--- config.mk ---
export PLATFORM = sky130hd
export DESIGN_NAME = usbf_crc16
export DESIGN_NICKNAME = d
export VERILOG_FILES = /design/src/rtl/usbf_crc16_chk_pkg.sv /design/src/rtl/usbf_crc16.sv
export SDC_FILE = /design/constraint.sdc
export NUM_CORES = 1
export LEC_CHECK = 0
export CORE_AREA = 2 2 39 41
export DETAILED_ROUTE_END_ITERATION = 12
export DIE_AREA = 0 0 41 43
export PLACE_DENSITY = 0.72
export SYNTH_ARGS = -nofsm -noshare
export SYNTH_HDL_FRONTEND = slang
export SYNTH_SLANG_ARGS = --single-unit
--- constraint.sdc ---
create_clock -name vclk -period 2.6
set_input_delay 0.52 -clock vclk [all_inputs]
set_output_delay 0.52 -clock vclk [all_outputs]
set_load 0.03 [all_outputs]
--- src/rtl/usbf_crc16_chk_pkg.sv ---
// rtl/usbf_crc16_chk_pkg.sv - shared CRC16 constants and FSM encodings for the USB receive CRC16 checker
`ifndef USBF_DEFINES_V
`define USBF_DEFINES_V
`define USBF_CRC16_INIT     16'hffff
`define USBF_CRC16_RESIDUAL 16'h800d
`endif

package usbf_crc16_chk_pkg;

    localparam logic [0:0]  ST_IDLE    = 1'b0;
    localparam logic [0:0]  ST_DATA    = 1'b1;
    localparam logic [15:0] CRC16_POLY = 16'h8005;

endpackage

--- src/rtl/usbf_crc16.sv ---
// rtl/usbf_crc16.sv - combinational USB CRC16 next-state term, one byte shifted in LSB first
module usbf_crc16
    import usbf_crc16_chk_pkg::*;
(
    input  logic [15:0] crc_in,
    input  logic [7:0]  data,
    output logic [15:0] crc_out
);

    logic [15:0] c;
    logic        fb;

    always_comb begin
        c  = crc_in;
        fb = 1'b0;
        for (int i = 0; i < 8; i++) begin
            fb = c[15] ^ data[i];
            c  = {c[14:0], 1'b0} ^ (fb ? CRC16_POLY : 16'h0000);
        end
        crc_out = c;
    end

endmodule

==> summary.txt, run 1 <==
Worst setup path
  – Crit path kind: in2out
  – CP cell instances: clkdlybuf4s50_1, xnor2_2, xor2_2, xnor2_2, xnor3_1, buf_6
  – CP Capture Type: output port
  – Critical path's slowest cell: clkdlybuf4s50_1
  – CP peak stage delay: 0.44 ns
  – Cell mode on critical path: xnor2_2
  – Req. time, crit path: between 2 and 2.5 ns
  – Critical Path AT: a little over 2 ns
  – CP startpoint kind: primary input
  – CP max FO: 2

Synthesis
  – Top cells by area in the synthesized netlist: xnor2_2 (31%), xnor2_1 (22%), xor2_1 (19%)
  – Cell Area, Synth: 317 um2
  – Synth cell types: 7
  – Cell taking the most area after synthesis: xnor2_2
  – YS warnings: 0
  – Cell with the most instances after synthesis: xnor2_1
  – Syn Inst Count: 30
  – Synth top area share: between 30% and 40%
  – Post-synth top cells: xnor2_1 (8), xor2_1 (7), buf_4 (6), xnor2_2 (6)
  – Avg Inst Size Synth: 10.6 um2
  – Post-Synthesis Net Count: 54
  – Sequential area share after synthesis: 0%

Pwr
  – Pwr dens: between 600 and 700 mW/mm2
  – Leak Pwr: between 0.3 and 0.4 nW
  – Max IR drop VDD: 294 uV

Timing
  – Tmin final: roughly 2.6 ns
  – Final hold vios: 0
  – Setup violators final: 0
  – Worst hold slack: between 1 and 1.5 ns
  – Max Freq: between 300 and 400 MHz
  – Post-route clock period utilization: a little over nine tenths
  – Max-slew headroom: roughly 86%
  – Slew @ Worst Pin: roughly 0.21 ns
  – Max Slew Vio Count: 0
  – RSZ-0062 raised after global routing: yes
  – Final WS setup: roughly 0.028 ns

Worst hold path
  – Worst hold path type: in2out

Layout
  – Clock buf count: 0
  – Fillers: approximately 140
  – Multi-input gate area: around 330 um2
  – Flip-flop and latch area: 0 um2
  – Final Non-Filler Cells: 86
  – Inserted Diodes: 0
  – Seq_cells: 0
  – Area growth syn-to-layout: 138%
  – Layout cells sized above 1: roughly three fifths
  – # nets final: 96

Floorplan
  – I/O pins: 40
  – Die area: between 0.0015 and 0.002 mm2
  – Initial Utilization: a little under a quarter
  – Rows: 14
  – Chip height: 43 um
  – Chip Width: 41 um
  – Core Box Area: 0.00138 mm2

Drt
  – Pre-antenna DRT Iters: 1
  – Via-to-Cell Ratio: approximately 3.7
  – Via count: roughly 320
  – Antenna viol nets, final: 0
  – Number of remaining DRC errors: 0
  – Starting DRT DRC Count: 0
  – Total Wirelength: just under 700 um
  – DR WL/cell: between 7 and 8 um

Placement
  – Setup WS pre-CTS: -0.470 ns
  – Placer congestion estimate: roughly 0.65
  – Number of port buffers: 30
  – DPL Wire Length: 632 um
  – Placed cell count: 83

Job
  – Max-cap viol count: 0

GRT
  – Vias in the first global route: about 300
  – Largest net degree at the start of global routing: 3
  – Initial antenna violation count: 0
  – First-pass GRT wire length: ~1200 um
  – Total grt overflow: 0
  – All-Layer GR Usage: around 9%

Outcome
  – Status: completed

CTS
  – Hold Buf Count CTS: 0
==> cells by family after synthesis <==
kind of cell              share of synthesized area, %
xor gates and xnor gates                          84.6
buffers and inverters                             15.4
==> worst max-delay path: cells and delay by family <==
family	cells	cell delay [ns]
XOR/XNOR	4	0.95
buffers and inverters	2	0.59
==> layer usage <==
metal / up-vias / part of all wire (%) / global-route usage, %
met5: - / 0 / 0
met4: 0 / 0 / 0
met3: 0 / 5.4 / 0.524
li1: 161 / - / -
met1: 144 / 28 / 8.68
met2: 12 / 66 / 19.1
==> layout by cell type (no fill, tap or decap) <==
master / netlist / routed
xnor3_1: 1 / 1
xor2_1: 7 / 4
clkdlybuf4s50_1: 0 / 14
xnor2_1: 8 / 3
buf_6: 0 / 1
xor2_2: 1 / 4
buf_4: 6 / 26
xnor2_2: 6 / 11
dlygate4sd2_1: 0 / 2
dlymetal6s2s_1: 0 / 3
inv_1: 1 / 1
==> report_power, final <==
group | internal (mW) | total (mW) | switching [mW] | leakage (nW)
sequential | 0 | 0 | 0 | 0
clock | 0 | 0 | 0 | 0
combinational | 0.241 | 0.477 | 0.236 | 0.387
==> final timing paths <==
path	slack, ns	end	cells past startpoint	startpoint
setup / recovery	0.03	crc_out[15]	6	crc_in[14]
hold / removal	1.04	crc_out[12]	0	crc_in[4]
==> cell type report <==
| class | count | area share [%] |
|---|---|---|
| Inverter | 1 | 0.498 |
| Multi-Input combinational cell | 23 | 43.5 |
| Tap cell | 16 | 2.66 |
| Timing Repair Buffer | 46 | 53.3 |
==> metrics by stage <==
step | power (mW) | instance area, um2 | setup TNS (ns) | utilization [%]
3_3_place_gp | 0.448 | 672 | -0.431 | 48.6
5_1_grt | 0.504 | 753 | -0.0261 | 54.4
3_5_place_dp | 0.453 | 672 | -0.470 | 48.6
6_report | 0.477 | 753 | 0 | 54.4
4_1_cts | 0.472 | 708 | 0 | 51.2
2_1_floorplan | 0.288 | 324 | 0 | -
==> timing repair <==
action / 4_1_cts / 5_1_grt
setup endpoints to repair: 1 / 3
setup buffers: 3 / 0
gates cloned: 0 / 0
resized for setup: 11 / 8
pin swaps: 7 / 5
Note: power is estimated with default switching activity, not from simulation.
==> run 2: changes to the inputs <==
==> constraint.sdc (replaced) <==
create_clock -name vclk -period 2.6
set_input_delay 0.26 -clock vclk [all_inputs]
set_output_delay 0.26 -clock vclk [all_outputs]
set_load 0.03 [all_outputs]
==> run 2 against run 1 <==
Wire length is 9.0% lower. Critical path depth stayed put. Power shrank 10%. Non-clock buffer count shrank 11. Clock-buffer cell count is the same. First-iteration DRC count unchanged. Combinational power is 10% lower. Utilization is 7.3 points lower.
==> summary.txt, run 2 (synthesis results as in run 1) <==
Layout
  – Fillers: 136 (-3.5%)
  – Layout cells sized above 1: 23.7% (-36 points)
  – Post-layout instance area: 652 um2 (-13%)
  – Area growth syn-to-layout: 106%
  – Seq_cells: 0 (unchanged)
  – Most common library cell in the layout ignoring fill and taps: clkdlybuf4s50_1
  – Most frequent cells in the layout: clkdlybuf4s50_1 (27), xnor2_2 (7), xnor2_1 (7)
  – Flip-flop and latch area: 0 um2 (unchanged)
  – # nets final: 85 (-11%)
  – Inserted Diodes: 0 (unchanged)
  – Clock buf count: 0 (unchanged)

Worst setup path
  – Cell mode on critical path: clkdlybuf4s50_1
  – CP peak stage delay: 0.69 ns (+0.25 ns)
  – CP max FO: 2 (unchanged)
  – CP startpoint kind: primary input
  – Req. time, crit path: 2.34 ns (+0.26 ns)
  – CP cell instances: clkdlybuf4s50_1, xnor2_2, xor2_2, buf_4, xor2_1, clkdlybuf4s50_1
  – Critical Path AT: 2.15 ns (+0.10 ns)
  – CP Capture Type: output port
  – Critical path's slowest cell: clkdlybuf4s50_1
  – Crit path kind: in2out

Timing
  – Setup violators final: 0 (unchanged)
  – Final hold vios: 0 (unchanged)
  – Max Slew Vio Count: 0 (unchanged)
  – Slew @ Worst Pin: 0.318 ns (+0.105 ns)
  – RSZ-0062 raised after global routing: no
  – Max-slew headroom: 78.7% (-7.0 points)
  – Max Freq: 414 MHz (+6.6%)
  – Tmin final: 2.41 ns (-0.159 ns)
  – Post-route clock period utilization: 92.8% (-6.1 points)
  – Setup TNS: 0 ns (unchanged)

Drt
  – Number of remaining DRC errors: 0 (unchanged)
  – Pre-antenna DRT Iters: 1 (unchanged)
  – Total Wirelength: 620 um (-9.0%)
  – Via-to-Cell Ratio: 3.81 (+3.5%)
  – Starting DRT DRC Count: 0 (unchanged)
  – Antenna viol nets, final: 0 (unchanged)
  – DR WL/cell: 8.27 um (+4.4%)
  – Via count: 286 (-9.8%)

GRT
  – Vias in the first global route: 285 (-5.6%)
  – First-pass GRT wire length: 1060 um (-8.9%)
  – Total grt overflow: 0 (unchanged)
  – Initial antenna violation count: 0 (unchanged)
  – Largest net degree at the start of global routing: 4 (+1)
  – All-Layer GR Usage: 8.02% (-0.91 points)

CTS
  – Hold Buf Count CTS: 0 (unchanged)
  – Post-CTS Setup Inserts: 0 (-3)
  – # resized after CTS: 0 (-11)

Floorplan
  – I/O pins: 40 (unchanged)
  – Rows: 14 (unchanged)
  – Chip Width: 41 um (unchanged)
  – Chip height: 43 um (unchanged)
  – Initial Utilization: 22.9% (unchanged)
  – Die area: 0.00176 mm2 (unchanged)
  – Core Box Area: 0.00138 mm2 (unchanged)

Pwr
  – Leak Pwr: 0.295 nW (-24%)
  – Max IR drop VDD: 194 uV (-34%)
  – Pwr dens: 659 mW/mm2 (+4.0%)

Outcome
  – Status: completed

Job
  – Max-cap viol count: 0 (unchanged)

Placement
  – Placed inst area: 629 um2 (-6.3%)
  – Placer congestion estimate: 0.602 (-6.7%)
  – DPL Wire Length: 592 um (-6.3%)
  – Number of port buffers: 30 (unchanged)

Worst hold path
  – Worst hold path type: in2out
==> run 2: cell count changes in the layout (fill, tap and decap cells not counted) <==
cell,previous run,this run
xnor2_1,3,7
buf_6,1,0
xnor2_2,11,7
clkdlybuf4s50_1,14,27
buf_4,26,5
dlygate4sd2_1,2,0
xor2_2,4,2
xor2_1,4,6
==> run 2: worst paths after layout <==
check,startpoint,to,cells past startpoint
setup / recovery,data[0],crc_out[8],6
hold / removal,crc_in[5],crc_out[13],0
==> run 2: metrics by stage <==
| step | worst slack (ns) | hold WS (ns) | util [%] | std cells | total power, mW |
|---|---|---|---|---|---|
| 2_1_floorplan | 0.470 | 0.652 | - | 30 | 0.286 |
| 3_3_place_gp | 0.0453 | 0.520 | 45.5 | 75 | 0.434 |
| 3_5_place_dp | 0.00462 | 0.520 | 45.5 | 75 | 0.437 |
| 4_1_cts | 0.00760 | 0.520 | 45.5 | 75 | 0.438 |
| 5_1_grt | 0.108 | 0.520 | 47.1 | 75 | 0.455 |
| 6_report | 0.187 | 0.520 | 47.1 | 75 | 0.429 |
==> run 2: metal layers <==
metal	global-route usage [%]	part of all wire (%)
met1	9.29	25
met2	15.9	66
met4	0	0
met5	0	0
met3	0	8.7
==> run 2: area by class of cell <==
cell class / instances / area [um2] / share of cell area [%]
timing repair buffer: 35 / 345 / 53.0
tap: 16 / 20.0 / 3.07
inverter: 1 / 3.75 / 0.576
multi-input combinational: 23 / 283 / 43.4
==> run 2: power by group <==
group,switching (mW),total (mW),internal (mW)
combinational,0.218,0.429,0.211
sequential,0,0,0
clock,0,0,0
==> run 2: critical path: cells and delay by family <==
| kind | cells | cell delay, ns |
|---|---|---|
| xor+xnor | 3 | 0.62 |
| buf+inv | 3 | 1.27 |
==> run 3: changes to the inputs <==
Settings changed: PLACE_DENSITY 0.72 to 0.77.
==> run 3 against run 2 <==
Non-clock buffer count is 1 higher. Clock-buffer cell count did not move. Setup slack improved by 0.0028 ns. Flip-flop and latch count is the same. Cell area fell by 1.2%. Critical endpoint unchanged. Largest cell class unchanged.
==> summary.txt, run 3 (synthesis results as in run 1) <==
Placement
  – Placed inst area: 629 um2 (unchanged)
  – Placed cell count: 75 (unchanged)
  – DPL Wire Length: 547 um (-7.6%)
  – Number of port buffers: 30 (unchanged)
  – Setup WS pre-CTS: 0.0124 ns (+0.00774 ns)
  – Placer congestion estimate: 0.644 (+7.0%)

Drt
  – Number of remaining DRC errors: 0 (unchanged)
  – DR WL/cell: 7.54 um (-8.8%)
  – Starting DRT DRC Count: 0 (unchanged)
  – Antenna viol nets, final: 0 (unchanged)
  – Via count: 275 (-3.8%)
  – Via-to-Cell Ratio: 3.62 (-5.1%)
  – Total Wirelength: 573 um (-7.6%)
  – Pre-antenna DRT Iters: 1 (unchanged)

Worst setup path
  – Req. time, crit path: 2.34 ns (about the same)
  – CP max FO: 2 (unchanged)
  – Critical path's slowest cell: clkdlybuf4s50_1
  – CP cell instances: clkdlybuf4s50_1, xnor2_2, xor2_2, buf_4, xor2_1, clkdlybuf4s50_1
  – CP startpoint kind: primary input
  – Critical Path AT: 2.15 ns (about the same)
  – CP peak stage delay: 0.68 ns (about the same)
  – CP Capture Type: output port
  – Crit path kind: in2out
  – Cell mode on critical path: clkdlybuf4s50_1

GRT
  – All-Layer GR Usage: 6.93% (-1.1 points)
  – Largest net degree at the start of global routing: 4 (unchanged)
  – Initial antenna violation count: 0 (unchanged)
  – Vias in the first global route: 256 (-10%)
  – Total grt overflow: 0 (unchanged)
  – First-pass GRT wire length: 910 um (-14%)

Job
  – Max-cap viol count: 0 (unchanged)

Worst hold path
  – Worst Min Path Start: crc_in[2]
  – Hold Path Cell Cnt: 0 (unchanged)
  – End of the worst hold path: crc_out[10]
  – Worst hold path type: in2out

Timing
  – RSZ-0062 raised after global routing: no
  – Max-slew headroom: 78.5% (-0.26 points)
  – Setup TNS: 0 ns (unchanged)
  – Setup violators final: 0 (unchanged)
  – Post-route clock period utilization: 92.7% (-0.11 points)
  – Final WS setup: 0.190 ns (+0.00284 ns)
  – Slew @ Worst Pin: 0.322 ns (+0.00345 ns)
  – Final hold vios: 0 (unchanged)
  – Tmin final: 2.41 ns (-0.00284 ns)
  – Max Slew Vio Count: 0 (unchanged)
  – Worst hold slack: 0.520 ns (unchanged)
  – Max Freq: 415 MHz (+0.12%)

Layout
  – Area growth syn-to-layout: 104%
  – Inserted Diodes: 0 (unchanged)
  – Final Non-Filler Cells: 76 (+1.3%)
  – Post-route core utilization: 46.6% (-0.54 points)
  – Layout cells sized above 1: 21.7% (-2.1 points)
  – Seq_cells: 0 (unchanged)
  – Most common library cell in the layout ignoring fill and taps: clkdlybuf4s50_1
  – Fillers: 136 (unchanged)
  – Clock buf count: 0 (unchanged)
  – # nets final: 86 (+1.2%)
  – Most frequent cells in the layout: clkdlybuf4s50_1 (27), xnor2_1 (8), xor2_1 (7)
  – Flip-flop and latch area: 0 um2 (unchanged)
  – Post-layout instance area: 644 um2 (-1.2%)

Pwr
  – Power, Total: 0.429 mW (about the same)
  – Pwr dens: 666 mW/mm2 (+1.2%)
  – Leak Pwr: 0.293 nW (-0.73%)
  – Max IR drop VDD: 280 uV (+44%)

Outcome
  – Status: completed

Floorplan
  – Rows: 14 (unchanged)
  – Core Box Area: 0.00138 mm2 (unchanged)
  – Chip height: 43 um (unchanged)
  – I/O pins: 40 (unchanged)
  – Chip Width: 41 um (unchanged)
  – Die area: 0.00176 mm2 (unchanged)
  – Initial Utilization: 22.9% (unchanged)
run 3: cell types whose count changed in the layout (fill, tap and decap cells not counted):
cell     previous run  this run
xnor2_1             7         8
xor2_2              2         1
xor2_1              6         7
xnor2_2             7         6
buf_4               5         6
run 3: report_power, final:
part,internal (mW),switching (mW)
combinational,0.214,0.216
sequential,0,0
clock,0,0
total,0.214,0.216
run 3: worst max path at each step:
| stage | start | end | slack, ns | depth (start not counted) |
|---|---|---|---|---|
| floorplan | crc_in[10] | crc_out[1] | 0.47 | 4 |
| global placement | crc_in[10] | crc_out[15] | 0.005 | 6 |
| detailed placement | crc_in[10] | crc_out[15] | 0.01 | 6 |
| CTS | crc_in[10] | crc_out[15] | 0.02 | 7 |
| global route | data[0] | crc_out[8] | 0.13 | 6 |
| finish | data[0] | crc_out[8] | 0.19 | 6 |
run 3: layer usage:
layer | GRT usage, % | up-vias | wire [um]
li1 | - | 143 | -
met1 | 9.00 | 120 | 187
met2 | 12.8 | 12 | 339
met3 | 0 | 0 | 47
met4 | 0 | 0 | 0
met5 | 0 | - | 0
run 3: critical path, delay by kind of cell:
family / cells / cell delay [ns]
buf+inv: 3 / 1.27
xor+xnor: 3 / 0.61
run 3: what timing repair did:
action	4_1_cts	5_1_grt
endpoints found under the hold margin	0	0
resized for setup	0	3
endpoints found under the setup margin	1	3
setup buffers	1	0
hold buffers	0	0
pin swaps	1	0
run 3: cell type report:
class	count	area (um2)	area share (%)
inverters	1	3.75	0.583
repair buffers	36	353	54.8
well taps	16	20.0	3.11
multi-input cells	23	268	41.6
